[src/rtl/boot_loader_ctrl.sv]
// Bootloader sequencer: parses A5-framed WRITE/RUN commands from the UART,
//   streams payload bytes to program memory, and answers each frame with ACK/NAK.
// Latency: a response is issued from the cycle after the CHK/CMD/LEN byte,
//   as soon as tx_busy is low.
// Backpressure: mem_we is held until mem_ready. A byte that arrives while a
//   write is pending is dropped and the frame is NAKed. The RESP state waits on tx_busy.
// Ports:
//   hwclk, reset          clock, asynchronous active-high reset
//   rx_dv, rx_byte        received byte strobe and data
//   tx_busy, tx_start,    transmitter handshake and response byte
//   tx_byte
//   mem_we, mem_ready,    program memory write port (held request)
//   mem_addr, mem_wdata
//   core_reset, boot_done CPU reset hold, boot complete level
//   err_pulse             one cycle on NAK or inter-byte timeout
// ADDR_WIDTH is taken from the 16-bit {ADDR_H, ADDR_L} field, so it must be <= 16.
module boot_loader_ctrl #(
  parameter int ADDR_WIDTH     = 16,
  parameter int TIMEOUT_CYCLES = 120000
) (
  input  logic                  hwclk,
  input  logic                  reset,
  input  logic                  rx_dv,
  input  logic [7:0]            rx_byte,
  input  logic                  tx_busy,
  output logic                  tx_start,
  output logic [7:0]            tx_byte,
  output logic                  mem_we,
  input  logic                  mem_ready,
  output logic [ADDR_WIDTH-1:0] mem_addr,
  output logic [7:0]            mem_wdata,
  output logic                  core_reset,
  output logic                  boot_done,
  output logic                  err_pulse
);

  localparam logic [7:0] SYNC = 8'hA5;
  localparam logic [7:0] ACK  = 8'h06;
  localparam logic [7:0] NAK  = 8'h15;
  localparam int         TW   = $clog2(TIMEOUT_CYCLES + 1);
  localparam logic [TW-1:0] TLIM = TW'(TIMEOUT_CYCLES - 1);

  typedef enum logic [3:0] {
    S_IDLE, S_CMD, S_ADDR_H, S_ADDR_L, S_LEN, S_DATA, S_CHK, S_RESP, S_DONE
  } state_t;

  state_t        state, nxt;
  logic [7:0]    xor_acc;
  logic [7:0]    addr_hi;
  logic [7:0]    cnt;       // data bytes still to be received
  logic          overrun;
  logic          is_run;
  logic          run_ok;    // response being sent is the ACK of a RUN
  logic [7:0]    chk_hold;  // CHK that arrived while the last write was pending
  logic          hold_vld;
  logic [TW-1:0] tcnt;
  logic          in_frame;
  logic          timeout;
  logic [7:0]    chk_byte;
  logic          chk_avail;
  logic          chk_ok;
  logic [15:0]   addr_full;

  assign in_frame  = (state == S_CMD) || (state == S_ADDR_H) || (state == S_ADDR_L) ||
                     (state == S_LEN) || (state == S_DATA) || (state == S_CHK);
  assign timeout   = in_frame && !rx_dv && (tcnt == TLIM);
  assign chk_byte  = hold_vld ? chk_hold : rx_byte;
  assign chk_avail = hold_vld || rx_dv;
  assign chk_ok    = (chk_byte == xor_acc) && !overrun;
  assign addr_full = {addr_hi, rx_byte};

  // State register
  always_ff @(posedge hwclk or posedge reset) begin
    if (reset) state <= S_IDLE;
    else       state <= nxt;
  end

  // Next-state logic
  always_comb begin
    nxt = state;
    case (state)
      S_IDLE:   if (rx_dv && rx_byte == SYNC) nxt = S_CMD;
      S_CMD:    if (rx_dv) begin
                  if (rx_byte == 8'h01)      nxt = S_ADDR_H;
                  else if (rx_byte == 8'h02) nxt = S_CHK;
                  else                       nxt = S_RESP;
                end
      S_ADDR_H: if (rx_dv) nxt = S_ADDR_L;
      S_ADDR_L: if (rx_dv) nxt = S_LEN;
      S_LEN:    if (rx_dv) nxt = (rx_byte == 8'h00) ? S_RESP : S_DATA;
      // All data received and the last write retired.
      S_DATA:   if (cnt == 8'd0 && !mem_we) nxt = S_CHK;
      S_CHK:    if (chk_avail) nxt = S_RESP;
      S_RESP:   if (!tx_busy) nxt = run_ok ? S_DONE : S_IDLE;
      S_DONE:   nxt = S_DONE;
      default:  nxt = S_IDLE;
    endcase
    if (timeout) nxt = S_IDLE;
  end

  // Outputs. core_reset drops in the same cycle as the RUN ACK start.
  always_comb begin
    tx_start   = (state == S_RESP) && !tx_busy;
    err_pulse  = timeout || (tx_start && tx_byte == NAK);
    core_reset = !((state == S_DONE) || (tx_start && run_ok));
    boot_done  = !core_reset;
  end

  // Inter-byte timer, only running inside a frame
  always_ff @(posedge hwclk or posedge reset) begin
    if (reset)                 tcnt <= '0;
    else if (!in_frame || rx_dv) tcnt <= '0;
    else                       tcnt <= tcnt + TW'(1);
  end

  // Frame datapath
  always_ff @(posedge hwclk or posedge reset) begin
    if (reset) begin
      xor_acc   <= 8'h00;
      addr_hi   <= 8'h00;
      cnt       <= 8'h00;
      overrun   <= 1'b0;
      is_run    <= 1'b0;
      run_ok    <= 1'b0;
      chk_hold  <= 8'h00;
      hold_vld  <= 1'b0;
      tx_byte   <= 8'h00;
      mem_we    <= 1'b0;
      mem_addr  <= '0;
      mem_wdata <= 8'h00;
    end else begin
      if (mem_we && mem_ready) begin
        mem_we   <= 1'b0;
        mem_addr <= mem_addr + ADDR_WIDTH'(1);
      end
      case (state)
        S_IDLE: if (rx_dv && rx_byte == SYNC) begin
          xor_acc  <= 8'h00;
          overrun  <= 1'b0;
          is_run   <= 1'b0;
          run_ok   <= 1'b0;
          hold_vld <= 1'b0;
        end
        S_CMD: if (rx_dv) begin
          xor_acc <= xor_acc ^ rx_byte;
          if (rx_byte == 8'h02) is_run <= 1'b1;
          if (rx_byte != 8'h01 && rx_byte != 8'h02) tx_byte <= NAK;
        end
        S_ADDR_H: if (rx_dv) begin
          xor_acc <= xor_acc ^ rx_byte;
          addr_hi <= rx_byte;
        end
        S_ADDR_L: if (rx_dv) begin
          xor_acc  <= xor_acc ^ rx_byte;
          mem_addr <= addr_full[ADDR_WIDTH-1:0];
        end
        S_LEN: if (rx_dv) begin
          xor_acc <= xor_acc ^ rx_byte;
          cnt     <= rx_byte;
          if (rx_byte == 8'h00) tx_byte <= NAK;
        end
        S_DATA: if (rx_dv) begin
          if (cnt == 8'd0) begin
            // Frame's CHK byte; a second one means the sender ran ahead.
            if (hold_vld) overrun <= 1'b1;
            chk_hold <= rx_byte;
            hold_vld <= 1'b1;
          end else begin
            xor_acc <= xor_acc ^ rx_byte;
            cnt     <= cnt - 8'd1;
            if (mem_we) begin
              overrun <= 1'b1;
            end else begin
              mem_wdata <= rx_byte;
              mem_we    <= 1'b1;
            end
          end
        end
        S_CHK: if (chk_avail) begin
          tx_byte  <= chk_ok ? ACK : NAK;
          run_ok   <= chk_ok && is_run;
          hold_vld <= 1'b0;
        end
        default: ;
      endcase
      if (timeout) begin
        mem_we   <= 1'b0;
        hold_vld <= 1'b0;
      end
    end
  end

endmodule

[config.mk]
export PLATFORM = sky130hd
export DESIGN_NAME = boot_loader_ctrl
export DESIGN_NICKNAME = d
export VERILOG_FILES = /design/src/rtl/boot_loader_ctrl.sv
export SDC_FILE = /design/constraint.sdc
export NUM_CORES = 1
export LEC_CHECK = 0
export CELL_PAD_IN_SITES_DETAIL_PLACEMENT = 0
export CELL_PAD_IN_SITES_GLOBAL_PLACEMENT = 1
export CORE_MARGIN = 4
export CORE_UTILIZATION = 38
export CTS_CLUSTER_DIAMETER = 150
export DETAILED_ROUTE_END_ITERATION = 7
export HOLD_SLACK_MARGIN = 0.12
export PLACE_DENSITY_LB_ADDON = 0.1
export SLEW_MARGIN = 15
export SYNTH_ARGS = -nofsm -noshare
export SYNTH_HDL_FRONTEND = slang
export SYNTH_SLANG_ARGS = --single-unit
[constraint.sdc]
create_clock -name hwclk -period 4.2 [get_ports hwclk]
set_input_delay 1.26 -clock hwclk [delete_from_list [all_inputs] [get_ports hwclk]]
set_output_delay 1.26 -clock hwclk [all_outputs]
set_load 0.01 [all_outputs]
After elaboration in Yosys (flattened, before gate mapping)

Index checks and enable logic that the tools add are counted.

Add/subtract/negate cells: 3
Equal/unequal tests: 38
Muxes and demuxes: 57
Bitwise operators: 3
Reduce and logical (&&, ||, !) cells: 48

Operator list:

| kind                                                                    | number |
|---|---|
| 8-bit 2-to-1 mux                                                        | 13 |
| 16-bit 2-to-1 mux                                                       | 3 |
| 8-bit case mux with 3 select lines                                      | 2 |
| 4-bit 2-to-1 mux                                                        | 10 |
| 4-bit case mux with 9 select lines                                      | 1 |
| 3-bit inequality test, second input constant                            | 9 |
| 1-bit 2-to-1 mux                                                        | 19 |
| 17-bit by 1-bit adder with 17-bit output, second input constant         | 1 |
| 17-bit equality test, second input constant                             | 1 |
| 17-bit 2-to-1 mux                                                       | 1 |
| 16-bit by 1-bit adder with 16-bit output, second input constant         | 1 |
| 4-bit by 3-bit equality test with 1-bit output, second input constant   | 4 |
| 8-bit zero test                                                         | 2 |
| 8-bit case mux with 2 select lines                                      | 1 |
| 5-bit AND reduction                                                     | 3 |
| 2-bit inequality test, second input constant                            | 6 |
| 4-bit AND reduction                                                     | 3 |
| 1-bit logical AND                                                       | 11 |
| 1-bit logical OR                                                        | 9 |
| 3-bit by 2-bit inequality test with 1-bit output, second input constant | 3 |
| 4-bit by 2-bit equality test with 1-bit output, second input constant   | 2 |
| 8-bit by 1-bit equality test with 1-bit output, second input constant   | 1 |
| 8-bit by 2-bit equality test with 1-bit output, second input constant   | 1 |
| 8-bit by 5-bit equality test with 1-bit output, second input constant   | 1 |
| other kinds (25)                                                        | 41 |

Register bits after elaboration: 90
Output and inout bits: 37
Logic and storage cells: 163

Longest topological paths before layout

Gate-level depths: netlist of the first run.

Word-level depth: 10
Mapped depth: 8
Gate-level depth less buffers: 7

Worst setup path after synthesis of the first run

OpenSTA, ideal clock, no wires.

Kind: in2out
Start point: in rx_dv
End point: out err_pulse
Arrival: 2121 ps
Required time: 2940 ps
Setup slack: 819 ps
Cell stages on the path: 4
Buffers on the path: 0
Cell sequence: nor2_1 > o211ai_4 > nor3_2 > a41o_1

Longest elaborated chain between the ends: 4

RTL lines:

| what                           | RTL line | RTL |
|---|---|---|
| from (decl)                    | 23       | `input logic rx_dv,` |
| 1-bit zero test                | 66       | `assign timeout = in_frame && !rx_dv && (tcnt == TLIM);` |
| 1-bit logical AND (2 in a row) | 66       |  |
| 1-bit logical OR               | 104      | `err_pulse = timeout \|\| (tx_start && tx_byte == NAK);` |
| to (decl)                      | 34       | `output logic err_pulse` |

Every way passes these cells.

Worst setup path in the final report of the first run

Ends and elaborated chain as after synthesis.

==> out/metrics.csv, run 1 <==
stage;metric;value;unit
place;port_buffers;45;
synth;async_flop_share;100;%
detailed_routing;ant_nets;0;
final_layout;layout_common_cells;85 x dfrtp_1, 57 x nor2_1, 45 x clkdlybuf4s50_1;
clock_tree;postCtsHoldBufs;0;
sta;slew_headroom;47.4;%
synth;ys_types;57;
run;drv_cap;0;
worst_setup_path;cpPeakStageDelay;0.53;ns
synth;synth.top_cell.area_share;45.6;%
floorplanning;die_y;119;um
worst_setup_path;r2r_slack;1.50;ns
synth;ys_seq_area_share;45.6;%
sta;period_share;96.4;%
place;gp_congestion;0.824;
sta;final-setup-viol-count;0;
synth;ys_warn_count;0;
final_layout;drive_gt1_share;14.4;%
final_layout;final_util;46.6;%
detailed_routing;drt_first_pass_iters;5;
synth;synth_top_family_by_area;simple AND/OR/NAND/NOR gates;
floorplanning;die-area;14100;um2
synth;synthAdderAreaFrac;1.07;%
worst_setup_path;critPathMostFrequentCell;clkdlybuf4s50_1;
worst_hold_path;whs_endpoint;tcnt[0]$_DFF_PP0_;
global_route;grt_pass1_wl;19200;um
floorplanning;die_w;119;um
synth;synth_compound_area_share;12.8;%
global_route;antenna_found_initial;0;
clock_tree;clk_pin_slew;0.06;ns
sta;period_minus_slack;4.05;ns
worst_setup_path;crit_path_max_fanout;2;
worst_setup_path;cpMaxStageDelayCell;clkdlybuf4s50_1;
floorplanning;start_util;38.9;%
clock_tree;cts_setup_buffers;0;
power_and_ir_drop;power_density;664;nW/um2
place;dp_hpwl;7880;um
worst_setup_path;required;2.94;ns
clock_tree;clockRootBuffer;clkbuf_16;
sta;grt_setup_unrepaired;false;
floorplanning;core.rowCount;40;
sta;setup_ws;0.151;ns
synth;netlist_area;4670;um2
final_layout;finalInstanceArea;5600;um2
clock_tree;tritoncts;yes;
detailed_routing;vias;3622;
detailed_routing;wl_per_cell;17.4;um
floorplanning;core;12000;um2
worst_hold_path;whs_path_depth;1;
detailed_routing;routed_wl;11500;um
final_layout;num-nets-final;526;
synth;yosys.area_share.simple;20.3;%
worst_hold_path;hold_start;tcnt[0]$_DFF_PP0_;
synth;synth-edff-count;0;
clock_tree;ctsLongestPathBuffers;2;
final_layout;mostFrequentLayoutCell;dfrtp_1;
global_route;grt.total_usage;17.2;%
detailed_routing;routed_via_density;5.48;
power_and_ir_drop;p_total;3720;uW
worst_setup_path;r2r-end;mem_wdata[5]$_DFFE_PP0P_;
worst_setup_path;crit_chain;clkdlybuf4s50_1, nor2_4, o211ai_4, nor3_4, a41o_1, clkdlybuf4s50_1;
synth;yosysTopAreaCell;dfrtp_1;
clock_tree;cts_sinks;85;
floorplanning;pin_count;50;
detailed_routing;drc;0;
worst_hold_path;hp-class;reg -> reg;
power_and_ir_drop;leakagePower;0.00232;uW
status;outcome;complete, no violations;
sta;slew_viol_final;0;
worst_setup_path;endpoint_kind;primary output;
sta;fin_skew;0.00414;ns
synth;synth_area_per_cell;10.0;um2
worst_setup_path;start_kind;primary input;
synth;yosys-top-cells-area;dfrtp_1 46%, mux2_2 6.5%, nor2_1 4.7%, xor2_1 4.5%, a21oi_1 2.9%;
sta;hold_violations;0;
synth;synth_xor_xnor_area_share;7.32;%
synth;synthFlopType;dfrtp_1;
global_route;grt_overflow;0;
power_and_ir_drop;peakVddDrop;0.226;mV
clock_tree;htreeDepth;3;
global_route;grt_pass1_vias;3633;
sta;fmax;0.247;GHz
detailed_routing;initialDrtViolationCount;221;
place;place_area;5300;um2
clock_tree;clock_insertion_delay_worst_skew;0.34;ns
worst_setup_path;ff2ff_path_depth;4;
final_layout;diodes;0;
synth;synth-seq-cells;85;
sta;finalSetupTns;0;ns
worst_setup_path;critical_path_arrival;2.79;ns
synth;syn_inst;466;
final_layout;syn2layout_area_growth;19.9;%
worst_setup_path;r2r_start;state[2]$_DFFE_PP0P_;
worst_setup_path;criticalPathCategory;in -> out;
synth;muxShareOfSynthArea;8.66;%
sta;worst_slew_pin_slew;0.783;ns
place;place_ws;-0.0548;ns
clock_tree;cts_buffers;9;
global_route;grt_max_degree;50;
## state kept, by name, indices dropped and copies added (netlist names)
name,count
run_ok,1
tcnt,17
is_run,1
hold_vld,1
cnt,8
mem_we,1
chk_hold,8
xor_acc,8
tx_byte,3
mem_wdata,8
mem_addr,16
state,4
addr_hi,8
overrun,1
## logic make-up after synthesis
logic type,after synthesis
XOR/XNOR,39
other,1
flip-flops,85
AND/OR/NAND/NOR,175
AO/OA/AOI/OAI,81
buffers and inverters,44
adder cells (fa/ha/maj),4
multiplexers,37
## synth_stat cells, drive strengths merged, types with 5 or more instances
library cell	number
nand3	19
nor3	13
a221o	8
inv	11
dfrtp	85
nor4	5
o21ai	16
nand4	10
clkbuf	18
nor3b	18
and3	9
nor2	59
mux2	27
xnor2	15
xor2	24
mux2i	10
buf	15
nand2	18
a21oi	27
## how the worst max path moves through the flow
stage	start	endpoint	slack, ns	depth (start not counted)
after floorplan	reset	addr_hi[0]$_DFFE_PP0P_	0.75	1
after global placement	rx_dv	err_pulse	0.003	6
after detailed placement	rx_dv	err_pulse	-0.05	6
after CTS	rx_dv	err_pulse	0.005	6
after global routing	rx_dv	err_pulse	0.06	6
final	rx_dv	err_pulse	0.15	6
## metrics by stage
stage | instances | hold slack (ns)
finish | 661 | 0.486
CTS | 661 | 0.489
floorplan | 469 | 0.455
global placement | 645 | 0.477
global route | 661 | 0.524
detailed placement | 645 | 0.482
## cell type report
| cell class | count | area (um2) |
|---|---|---|
| Tap cell | 147 | 184 |
| Timing Repair Buffer | 62 | 591 |
| Sequential cell | 85 | 2130 |
| Clock buffer | 13 | 260 |
| Inverter | 11 | 42.5 |
| Clock inverter | 3 | 18.8 |
| Fill cell | 1159 | 6410 |
| Multi-Input combinational cell | 340 | 2370 |
## critical path: cells and delay by family
kind / cells / cell delay, ns
AO/OA/AOI/OAI: 2 / 0.23
buffers and inverters: 2 / 0.99
AND/OR/NAND/NOR: 2 / 0.31
## layer usage
metal	global-route usage [%]	vias to the layer above	part of all wire, %	wire length [um]
li1	-	1754	-	-
met1	23.7	1779	49	5630
met2	26.7	75	46	5250
met3	3.13	14	3.7	426
met4	6.81	0	1.8	203
met5	0	-	0	0
## report_power, final
group	leakage [uW]	internal (uW)	switching, uW
clock network	0.000140	434	324
logic	0.00111	765	753
registers	0.00107	1120	322
total	0.00232	2320	1400
## what timing repair did
| item | 4_1_cts | 5_1_grt |
|---|---|---|
| setup endpoints to repair | 1 | 2 |
| resized for setup | 1 | 3 |
| pin swaps | 0 | 1 |
(Power assumes the default switching activity.)
==> run 2: changes to the inputs <==
Settings changed: CORE_UTILIZATION 38 to 34.
==> run 2 against run 1 <==
Net effect:
- critical path depth is the same
- design area up 1.3%
- largest cell class unchanged
- utilization down 4.1 points
- cell count increased by 4.5%
- worst setup slack worse by 0.047 ns
- register-to-register slack gained 0.02 ns
- count of clock-buffer cells in the layout down 1
- critical path type unchanged
- highest routed layer unchanged
- non-clock buffer count is 1 higher
- worst hold slack about the same
==> out/metrics.csv, run 2 (same netlist as run 1, synthesis figures left out) <==
stage;metric;value;unit;change
power_and_ir_drop;power_density;682;nW/um2;was 664 nW/um2
clock_tree;clockRootBuffer;clkbuf_16;;unchanged
detailed_routing;drc;0;;unchanged
final_layout;multi_input_area;2360;um2;was 2370 um2
sta;fin_skew;0.00780;ns;was 0.00414 ns
clock_tree;ctsLongestPathBuffers;2;;unchanged
global_route;antenna_found_initial;0;;unchanged
detailed_routing;initialDrtViolationCount;218;;was 221
worst_setup_path;required;2.94;ns;about the same
final_layout;nFillCells;1359;;was 1,159
worst_hold_path;whs_endpoint;tcnt[0]$_DFF_PP0_;;unchanged
final_layout;syn2layout_area_growth;21.4;%;was 19.9%
clock_tree;clock_insertion_delay_worst_skew;0.35;ns;was 0.34 ns
detailed_routing;wl_per_cell;17.4;um;about the same
detailed_routing;drt_first_pass_iters;4;;was 5
clock_tree;htreeDepth;3;;unchanged
detailed_routing;vias;3627;;was 3,622
detailed_routing;routed_via_density;5.25;;was 5.48
final_layout;regMostFlops;tcnt;;unchanged
global_route;grt_overflow;0;;unchanged
clock_tree;ctsResizeCount;0;;was 1
floorplanning;core;13300;um2;was 12,000 um2
final_layout;num-nets-final;527;;was 526
worst_hold_path;hp-class;reg -> reg;;unchanged
place;place_area;5330;um2;was 5300 um2
sta;slew_headroom;50.4;%;was 47.4%
worst_setup_path;critPathMostFrequentCell;clkdlybuf4s50_1;;unchanged
worst_setup_path;critical_path_arrival;2.84;ns;was 2.79 ns
final_layout;regArea;2130;um2;unchanged
detailed_routing;ant_nets;0;;unchanged
global_route;grt_max_degree;31;;was 50
clock_tree;cts_buffers;9;;unchanged
global_route;grt_pass1_wl;19900;um;was 19,200 um
worst_setup_path;crit_path_max_fanout;2;;unchanged
final_layout;top_regs;tcnt: 17 flops, mem_addr: 16 flops;;unchanged
sta;finalSetupTns;0;ns;unchanged
worst_setup_path;ff2ff_path_depth;4;;unchanged
global_route;grt_pass1_vias;3638;;was 3,633
worst_setup_path;r2r_start;state[2]$_DFFE_PP0P_;;unchanged
floorplanning;core.rowCount;42;;was 40
worst_setup_path;cpMaxStageDelayCell;clkdlybuf4s50_1;;unchanged
final_layout;largest_reg_flops;17;;unchanged
worst_setup_path;crit_chain;clkdlybuf4s50_1, nor2_2, o211ai_4, nor3_2, a41o_1, clkdlybuf4s50_1;;was clkdlybuf4s50_1, nor2_4, o211ai_4, nor3_4, a41o_1, clkdlybuf4s50_1
place;port_buffers;45;;unchanged
worst_setup_path;criticalPathCategory;in -> out;;unchanged
sta;period_minus_slack;4.10;ns;was 4.05 ns
floorplanning;die_y;125;um;was 119 um
run;drv_cap;0;;unchanged
status;outcome;complete, no violations;;unchanged
sta;period_share;97.5;%;was 96.4%
worst_setup_path;cpPeakStageDelay;0.53;ns;about the same
clock_tree;clk_pin_slew;0.06;ns;about the same
clock_tree;cts_sinks;85;;unchanged
floorplanning;die_w;125;um;was 119 um
worst_setup_path;r2r-end;mem_wdata[4]$_DFFE_PP0P_;;was mem_wdata[5]$_DFFE_PP0P_
final_layout;drive_gt1_share;14.6;%;was 14.4%
sta;whs;0.485;ns;was 0.486 ns
final_layout;finalInstanceArea;5670;um2;was 5600 um2
clock_tree;postCtsHoldBufs;0;;unchanged
sta;hold_violations;0;;unchanged
place;dp_hpwl;8310;um;was 7880 um
power_and_ir_drop;p_total;3860;uW;was 3720 uW
floorplanning;pin_count;50;;unchanged
worst_setup_path;r2r_slack;1.52;ns;was 1.50 ns
worst_hold_path;whs_path_depth;1;;unchanged
power_and_ir_drop;leakagePower;0.00233;uW;was 0.00232 uW
worst_setup_path;path_delay_family;buffers and inverters;;unchanged
final_layout;diodes;0;;unchanged
sta;worst_slew_pin_slew;0.737;ns;was 0.783 ns
worst_setup_path;start_kind;primary input;;unchanged
worst_setup_path;path_buf_inv;2;;unchanged
sta;slew_viol_final;0;;unchanged
floorplanning;start_util;35.0;%;was 38.9%
sta;final-setup-viol-count;0;;unchanged
clock_tree;cts_setup_buffers;0;;unchanged
sta;fmax;0.244;GHz;was 0.247 GHz
sta;grt_setup_unrepaired;false;;unchanged
final_layout;mostFrequentLayoutCell;dfrtp_1;;unchanged
clock_tree;tritoncts;yes;;unchanged
detailed_routing;routed_wl;12000;um;was 11,500 um
final_layout;layout_common_cells;85 x dfrtp_1, 57 x nor2_1, 45 x clkdlybuf4s50_1;;unchanged
worst_setup_path;endpoint_kind;primary output;;unchanged
place;gp_congestion;0.804;;was 0.824
floorplanning;die-area;15700;um2;was 14,100 um2
power_and_ir_drop;peakVddDrop;0.279;mV;was 0.226 mV
global_route;grt.total_usage;16.1;%;was 17.2%
worst_hold_path;hold_start;tcnt[0]$_DFF_PP0_;;unchanged
[run 2: cell count changes in the layout (fill, tap and decap cells not counted), sizes merged]
cell,change
inv,+1
clkbuf,-1
clkinv,-2
buf,+1
bufinv,+2
[run 2: worst max path at each step]
stage,startpoint,to,slack (ns),depth (start not counted)
after floorplan,reset,addr_hi[0]$_DFFE_PP0P_,0.75,1
after global placement,rx_dv,err_pulse,0.04,6
after detailed placement,rx_dv,err_pulse,0.04,6
after CTS,rx_dv,err_pulse,0.03,6
after global routing,rx_dv,err_pulse,0.01,6
final,rx_dv,err_pulse,0.10,6
[run 2: cell type report]
cell class / instances / share of cell area, %
Timing Repair Buffer: 63 / 10.3
Inverter: 11 / 0.751
Clock buffer: 12 / 4.53
Multi-Input combinational cell: 340 / 41.6
Sequential cell: 85 / 37.5
Tap cell: 176 / 3.89
Clock inverter: 4 / 1.37
[run 2: through the flow]
stage,worst slack [ns],std cells,util (%)
2_1_floorplan,0.747,469,-
3_3_place_gp,0.0410,675,39.9
3_5_place_dp,0.0351,675,39.9
4_1_cts,0.0282,691,42.4
5_1_grt,0.0124,691,42.5
6_report,0.103,691,42.5
[run 2: worst reg2reg max path, cell delays in order, from the launching register on]
cell      delay (ns)
dfrtp_1         0.74
nand2b_1        0.26
or3_1           0.68
nor3_4          0.50
mux2_2          0.39
[run 2: metal layers]
| metal | vias up | wire, um | track usage (%) | part of all wire, % |
|---|---|---|---|---|
| met5 | - | 0 | 0 | 0 |
| met4 | 0 | 193 | 4.72 | 1.6 |
| met3 | 15 | 656 | 5.29 | 5.4 |
| met2 | 77 | 5690 | 25.4 | 47 |
| met1 | 1785 | 5500 | 21.2 | 46 |
| li1 | 1750 | - | - | - |
[run 2: report_power, final]
part	internal [uW]	switching, uW	total [uW]	leakage, uW
sequential	1120	321	1440	0.00107
clock	559	345	904	0.000164
combinational	763	758	1520	0.00109
total	2440	1420	3860	0.00233
